**src/rtl/rom_download_writer.sv**
```systemverilog
// Packs the HPS ioctl download byte stream little-endian into 32-bit SDRAM write
// requests (req/ack). It flushes partial words, stalls the HPS and reports completion.
module rom_download_writer #(
  parameter int unsigned IOCTL_ADDR_WIDTH = 20,
  parameter int unsigned SDRAM_ADDR_WIDTH = 23,
  parameter int unsigned SDRAM_DATA_WIDTH = 32
) (
  input  logic                        clk,
  input  logic                        reset,
  input  logic [IOCTL_ADDR_WIDTH-1:0] ioctl_addr,
  input  logic [7:0]                  ioctl_data,
  input  logic                        ioctl_wr,
  input  logic                        ioctl_download,
  output logic                        ioctl_wait,
  output logic [SDRAM_ADDR_WIDTH-1:0] sdram_addr,
  output logic [SDRAM_DATA_WIDTH-1:0] sdram_data,
  output logic                        sdram_we,
  output logic                        sdram_req,
  input  logic                        sdram_ack,
  output logic                        done,
  output logic                        overrun,
  output logic [17:0]                 words_written
);

  localparam int unsigned WADDR_W = IOCTL_ADDR_WIDTH - 2;
  localparam int unsigned LANES   = SDRAM_DATA_WIDTH / 8;
  localparam int unsigned WW_W    = 18;

  typedef enum logic [0:0] {S_IDLE = 1'b0, S_WRITE = 1'b1} state_t;

  state_t                        r_state;
  logic [SDRAM_DATA_WIDTH-1:0]   r_asm_data;
  logic [WADDR_W-1:0]            r_asm_waddr;
  logic [LANES-1:0]              r_asm_mask;
  logic [7:0]                    r_hold_byte;
  logic [IOCTL_ADDR_WIDTH-1:0]   r_hold_addr;
  logic                          r_hold_valid;
  logic                          r_dl_prev;
  logic                          r_end_pending;
  logic                          r_req;
  logic                          r_we;
  logic [SDRAM_ADDR_WIDTH-1:0]   r_sdram_addr;
  logic [SDRAM_DATA_WIDTH-1:0]   r_sdram_data;
  logic                          r_done;
  logic                          r_overrun;
  logic [WW_W-1:0]               r_words;

  logic                          w_dl_rise;
  logic                          w_dl_fall;
  logic [LANES-1:0]              w_mask_eff;
  logic                          w_hold_eff;
  logic                          w_end_eff;
  logic                          w_busy;
  logic                          w_byte_ok;
  logic                          w_overrun_set;
  logic [1:0]                    w_lane;
  logic [1:0]                    w_hold_lane;
  logic [WADDR_W-1:0]            w_waddr;
  logic [SDRAM_DATA_WIDTH-1:0]   w_next_data;
  logic [WADDR_W-1:0]            w_next_waddr;
  logic [LANES-1:0]              w_next_mask;
  logic [LANES-1:0]              w_merge_mask;
  logic                          w_flush;
  logic [SDRAM_DATA_WIDTH-1:0]   w_flush_data;
  logic [WADDR_W-1:0]            w_flush_waddr;
  logic                          w_hold_set;
  logic                          w_hold_clr;
  logic                          w_done_set;
  logic                          w_write_ack;
  logic [WW_W-1:0]               w_words_base;

  // Zero the byte lanes that never received data.
  function automatic logic [SDRAM_DATA_WIDTH-1:0] f_pad(
    input logic [SDRAM_DATA_WIDTH-1:0] d,
    input logic [LANES-1:0]            m
  );
    logic [SDRAM_DATA_WIDTH-1:0] v;
    v = '0;
    for (int i = 0; i < int'(LANES); i++) begin
      if (m[i]) v[8*i +: 8] = d[8*i +: 8];
    end
    return v;
  endfunction

  // A download start discards any assembly/hold state left over from before.
  assign w_dl_rise     = ioctl_download & ~r_dl_prev;
  assign w_dl_fall     = ~ioctl_download & r_dl_prev;
  assign w_mask_eff    = w_dl_rise ? '0 : r_asm_mask;
  assign w_hold_eff    = r_hold_valid & ~w_dl_rise;
  assign w_end_eff     = ~w_dl_rise & (r_end_pending | w_dl_fall);
  assign w_busy        = (r_state == S_WRITE) | w_hold_eff;
  assign w_byte_ok     = ioctl_wr & ioctl_download & ~w_busy;
  assign w_overrun_set = ioctl_wr & ioctl_download & w_busy;
  assign w_lane        = ioctl_addr[1:0];
  assign w_hold_lane   = r_hold_addr[1:0];
  assign w_waddr       = ioctl_addr[IOCTL_ADDR_WIDTH-1:2];
  assign w_write_ack   = (r_state == S_WRITE) & sdram_ack;
  assign w_words_base  = w_dl_rise ? '0 : r_words;

  // Next assembly contents and the flush/hold/done decision for this cycle.
  always_comb begin
    w_next_data   = r_asm_data;
    w_next_waddr  = r_asm_waddr;
    w_next_mask   = w_mask_eff;
    w_merge_mask  = w_mask_eff;
    w_flush       = 1'b0;
    w_flush_data  = f_pad(r_asm_data, w_mask_eff);
    w_flush_waddr = r_asm_waddr;
    w_hold_set    = 1'b0;
    w_hold_clr    = 1'b0;
    w_done_set    = 1'b0;
    if (r_state == S_IDLE) begin
      if (w_hold_eff) begin
        w_hold_clr   = 1'b1;
        w_next_waddr = r_hold_addr[IOCTL_ADDR_WIDTH-1:2];
        w_next_data[8*int'(w_hold_lane) +: 8] = r_hold_byte;
        w_merge_mask = LANES'(1) << w_hold_lane;
        w_next_mask  = w_merge_mask;
        if (w_hold_lane == 2'd3) begin
          w_flush       = 1'b1;
          w_flush_data  = f_pad(w_next_data, w_merge_mask);
          w_flush_waddr = w_next_waddr;
          w_next_mask   = '0;
        end
      end else if (w_byte_ok) begin
        if ((w_mask_eff != '0) && (w_waddr != r_asm_waddr)) begin
          w_flush     = 1'b1;
          w_hold_set  = 1'b1;
          w_next_mask = '0;
        end else begin
          w_next_waddr = w_waddr;
          w_next_data[8*int'(w_lane) +: 8] = ioctl_data;
          w_merge_mask = w_mask_eff | (LANES'(1) << w_lane);
          w_next_mask  = w_merge_mask;
          if (w_lane == 2'd3) begin
            w_flush       = 1'b1;
            w_flush_data  = f_pad(w_next_data, w_merge_mask);
            w_flush_waddr = w_waddr;
            w_next_mask   = '0;
          end
        end
      end else if (w_end_eff) begin
        if (w_mask_eff != '0) begin
          w_flush     = 1'b1;
          w_next_mask = '0;
        end else begin
          w_done_set = 1'b1;
        end
      end
    end else begin
      if (sdram_ack && w_end_eff && !w_hold_eff) w_done_set = 1'b1;
    end
  end

  assign ioctl_wait = (r_state == S_WRITE) | w_flush | w_hold_eff;

  // Request FSM, assembly registers and status counters.
  always_ff @(posedge clk) begin
    if (reset) begin
      r_state       <= S_IDLE;
      r_asm_data    <= '0;
      r_asm_waddr   <= '0;
      r_asm_mask    <= '0;
      r_hold_byte   <= '0;
      r_hold_addr   <= '0;
      r_hold_valid  <= 1'b0;
      r_dl_prev     <= 1'b0;
      r_end_pending <= 1'b0;
      r_req         <= 1'b0;
      r_we          <= 1'b0;
      r_sdram_addr  <= '0;
      r_sdram_data  <= '0;
      r_done        <= 1'b0;
      r_overrun     <= 1'b0;
      r_words       <= '0;
    end else begin
      r_dl_prev     <= ioctl_download;
      r_done        <= w_done_set;
      r_end_pending <= w_done_set ? 1'b0 : w_end_eff;
      r_asm_data    <= w_next_data;
      r_asm_waddr   <= w_next_waddr;
      r_asm_mask    <= w_next_mask;
      r_overrun     <= w_overrun_set | (r_overrun & ~w_dl_rise);
      r_words       <= w_words_base + WW_W'(w_write_ack);
      if (w_hold_set) begin
        r_hold_byte  <= ioctl_data;
        r_hold_addr  <= ioctl_addr;
        r_hold_valid <= 1'b1;
      end else begin
        r_hold_valid <= w_hold_eff & ~w_hold_clr;
      end
      case (r_state)
        S_IDLE: begin
          if (w_flush) begin
            r_state      <= S_WRITE;
            r_req        <= 1'b1;
            r_we         <= 1'b1;
            r_sdram_addr <= SDRAM_ADDR_WIDTH'({w_flush_waddr, 1'b0});
            r_sdram_data <= w_flush_data;
          end
        end
        S_WRITE: begin
          if (sdram_ack) begin
            r_state <= S_IDLE;
            r_req   <= 1'b0;
            r_we    <= 1'b0;
          end
        end
        default: r_state <= S_IDLE;
      endcase
    end
  end

  assign sdram_req     = r_req;
  assign sdram_we      = r_we;
  assign sdram_addr    = r_sdram_addr;
  assign sdram_data    = r_sdram_data;
  assign done          = r_done;
  assign overrun       = r_overrun;
  assign words_written = r_words;

endmodule

```
**config.mk**
```make
export PLATFORM = sky130hd
export DESIGN_NAME = rom_download_writer
export DESIGN_NICKNAME = d
export VERILOG_FILES = /design/src/rtl/rom_download_writer.sv
export SDC_FILE = /design/constraint.sdc
export NUM_CORES = 1
export LEC_CHECK = 0
export CAP_MARGIN = 30
export CORE_MARGIN = 1
export CORE_UTILIZATION = 50
export DETAILED_ROUTE_END_ITERATION = 10
export PLACE_DENSITY_LB_ADDON = 0.15
export SETUP_SLACK_MARGIN = 0.15
export SLEW_MARGIN = 20
export SYNTH_ARGS = -nofsm -noshare
export SYNTH_HDL_FRONTEND = slang
export SYNTH_SLANG_ARGS = --single-unit
export TNS_END_PERCENT = 5
```
**constraint.sdc**
```tcl
create_clock -name clk -period 6.2 [get_ports clk]
set_input_delay 0.62 -clock clk [delete_from_list [all_inputs] [get_ports clk]]
set_output_delay 0.62 -clock clk [all_outputs]
set_load 0.01 [all_outputs]
```
==> run summary <==
status - complete, no violations
ys flop type - dfxtp_1
initial antenna violation count - 0
Detail Route Antenna Nets - 0
peak fanout along the critical path - 11
switching power - 0.709 mW
post-synthesis adder-cell area fraction - 2.57%
Leak Pwr - 3.72 nW
CP startpoint kind - input port
grt ovf - 0
largest net degree at the start of global routing - 68
Switching Share - 28.4%
post-synthesis simple-gate area fraction - 21.2%
Port Buf Inserts - 105
via count - 8754
starting density of the core - 50.9%
clock power share - 43.3%
critical path required time - 5580 ps
Mapped Cells - 1098
Min-Delay Path Class - register to register
hold buffers post-CTS - 0
internal power - 1.78 mW
CTS Buffer Depth - 2
dpl ws - 1860 ps
WS Path Type - input port to primary output
Fin Setup TNS - 0 ps
1st-iter DRT viols - 862
DR vias/cell - 6.30
Die Span Y - 134 µm
Sink Count - 157
Worst Slack Setup Final - 1820 ps
cts bufs inserted - 17
Power Total - 2.49 mW
final setup violation count - 0
number of nets in the layout - 1202
full die area - 18100 µm²
clock slew at reported path FFs - 70 ps
layout cells sized above 1 - 6.70%
yosys warns - 0
Async SR Flop Fraction - 0%
diode count - 0
Post-synth EDFFs - 0
Final HPWL DP - 17100 µm
XOR/XNOR share of the synthesized area - 2.99%
fin crit period - 4380 ps
sequential area share after synthesis - 35.8%
clk_skew - 8.50 ps
Worst Path Arrival - 3760 ps
worst hold margin - 457 ps
largest family of logic cells by synthesized area - compound AO/OA/AOI/OAI gates
CTS tree - yes
hold path cells - 2
area grow syn2layout - 19.5%
mux cell area share after synthesis - 3.38%
clock latency on the worst-skew pair - 440 ps
gr usage total - 30.4%
postcts setup bufs - 0
global placement routability congestion - 0.924
library cells used by synthesis - 66
1st-pass router iterations - 5
Synth Register Bits - 157
H-tree levels - 4
post-CTS sizing - 0
Chip Width - 134 µm
cell row count - 48
DRC - 0
fin area - 10500 µm²
RSZ-0062 raised after global routing - false
Post-Syn Area - 8770 µm²
Worst R2R Path Depth - 8
Pins Over Slew Limit - 0
DP Area - 9890 µm²
Slew HR - 36.7%
Pwr per Cell Area - 238 nW/µm²
clock root cell - clkbuf_16
first-pass GRT wire length - 43300 µm
max_cap viols - 0
worst slew pin tran - 945 ps
fin crit share - 70.6%
WL final - 27200 µm
Compound-Gate Fraction of Synth Area - 27.7%
number of global-route vias before repair - 7978
Syn Area/Cell - 7.99 µm²
Final Hold Fails - 0
Gate power share - 13.4%
# IOs - 111
core area - 17200 µm²
DR WL/cell - 19.6 µm
fmax - 228 MHz
CP Capture Type - primary output
register share of total power - 43.3%
maximum VDD drop - 0.000203 V
FF-to-FF setup slack - 2900 ps
-- worst max-delay path, cell delays in order --
cell and delay (ps):
clkdlybuf4s50_1 470, xor2_1 210, nor4_2 390, nand3_1 160
o211ai_1 780, buf_4 390, and2_1 180, nand2_1 70
clkdlybuf4s50_1 470
-- layout make-up --
type / instances / area (µm²)
Timing Repair Buffer: 125 / 1220
Clock inverter: 15 / 175
Fill cell: 1528 / 6750
Multi-Input combinational cell: 818 / 5120
Inverter: 32 / 120
Tap cell: 225 / 282
Sequential cell: 157 / 3140
Clock buffer: 17 / 425
-- final timing paths --
kind,startpoint,to
max,ioctl_addr[7],ioctl_wait
min,sdram_addr[14],sdram_addr[14]
max reg2reg,r_hold_valid,sdram_data[8]
min reg2reg,sdram_addr[14],sdram_addr[14]
-- logic make-up after synthesis --
family,count (synthesis)
buffers and inverters,127
AND/OR/NAND/NOR,391
multiplexers,29
flip-flops,157
adder cells (fa/ha/maj),18
XOR/XNOR,30
AO/OA/AOI/OAI,345
other,1
-- cells in the mapped netlist (3+ instances only) --
cell type | number | area, µm²
a2bb2oi_1 | 11 | 96.3
nor4bb_1 | 3 | 30.0
nor4_1 | 6 | 37.5
nor2b_1 | 24 | 150
dfxtp_1 | 157 | 3140
nor3_1 | 22 | 110
o32ai_1 | 8 | 70.1
xor2_1 | 23 | 201
nand3_1 | 19 | 95.1
buf_4 | 9 | 67.6
or3_1 | 4 | 25.0
a221oi_1 | 33 | 289
xnor2_1 | 7 | 61.3
a22oi_1 | 7 | 52.6
inv_1 | 30 | 113
o211ai_1 | 21 | 158
and2_1 | 8 | 50.1
clkbuf_1 | 57 | 214
mux2i_1 | 24 | 240
a211oi_1 | 17 | 128
a21oi_1 | 97 | 485
nand2_1 | 125 | 469
o31ai_1 | 14 | 105
buf_1 | 5 | 18.8
a22o_1 | 6 | 52.6
or4_1 | 12 | 90.1
buf_2 | 22 | 110
mux2_2 | 5 | 56.3
o22a_1 | 18 | 158
o21ai_0 | 46 | 230
and3_1 | 23 | 144
a311oi_1 | 30 | 263
nor4_2 | 4 | 50.1
ha_1 | 18 | 225
nor2_1 | 117 | 439
nand2b_1 | 13 | 81.3
o2111ai_1 | 15 | 131
-- per-stage QoR --
step,utilization (%),instances
after floorplan,-,1102
after global placement,57.2,1356
after detailed placement,57.4,1357
after CTS,60.8,1389
after global routing,60.8,1389
final,60.8,1389
-- flip-flops by register name, indices dropped and copies added (netlist names), 4 cells and up --
name,count
r_asm_data,32
r_hold_addr,20
r_asm_mask,4
r_asm_waddr,18
sdram_addr,18
sdram_data,32
r_hold_byte,8
words_written,18
-- layout by cell type (no fill, tap or decap), types with 4 or more instances in the layout --
master,count
a211oi_1,17
a21oi_1,97
a221oi_1,33
a22o_1,6
a22oi_1,7
a2bb2oi_1,11
a311oi_1,30
and2_1,8
and3_1,23
buf_4,20
clkbuf_16,17
clkdlybuf4s50_1,104
conb_1,5
dfxtp_1,157
ha_1,18
inv_1,30
inv_6,5
mux2_2,5
mux2i_1,24
nand2_1,124
nand2b_1,13
nand3_1,19
nor2_1,117
nor2b_1,24
nor3_1,22
nor4_1,5
nor4_2,5
o2111ai_1,15
o211ai_1,21
o21ai_0,46
o22a_1,18
o31ai_1,14
o32ai_1,8
or3_1,4
or4_1,12
xnor2_1,7
xor2_1,23
-- power groups by stage --
stage,sequential (mW),clock (mW),combinational (mW)
3_5_place_dp,1.10,0,0.330
4_1_cts,1.08,1.09,0.331
2_1_floorplan,1.10,0,0.199
3_3_place_gp,1.10,0,0.323
5_1_grt,1.08,1.14,0.361
6_report,1.08,1.08,0.335
-- layer usage --
metal  part of all wire (%)  GRT usage (%)
met3                    7.9           5.63
met2                     45           47.7
met4                    3.6           14.0
met5                      0              0
met1                     43           40.6
Power figures use the tool's default switching activity.
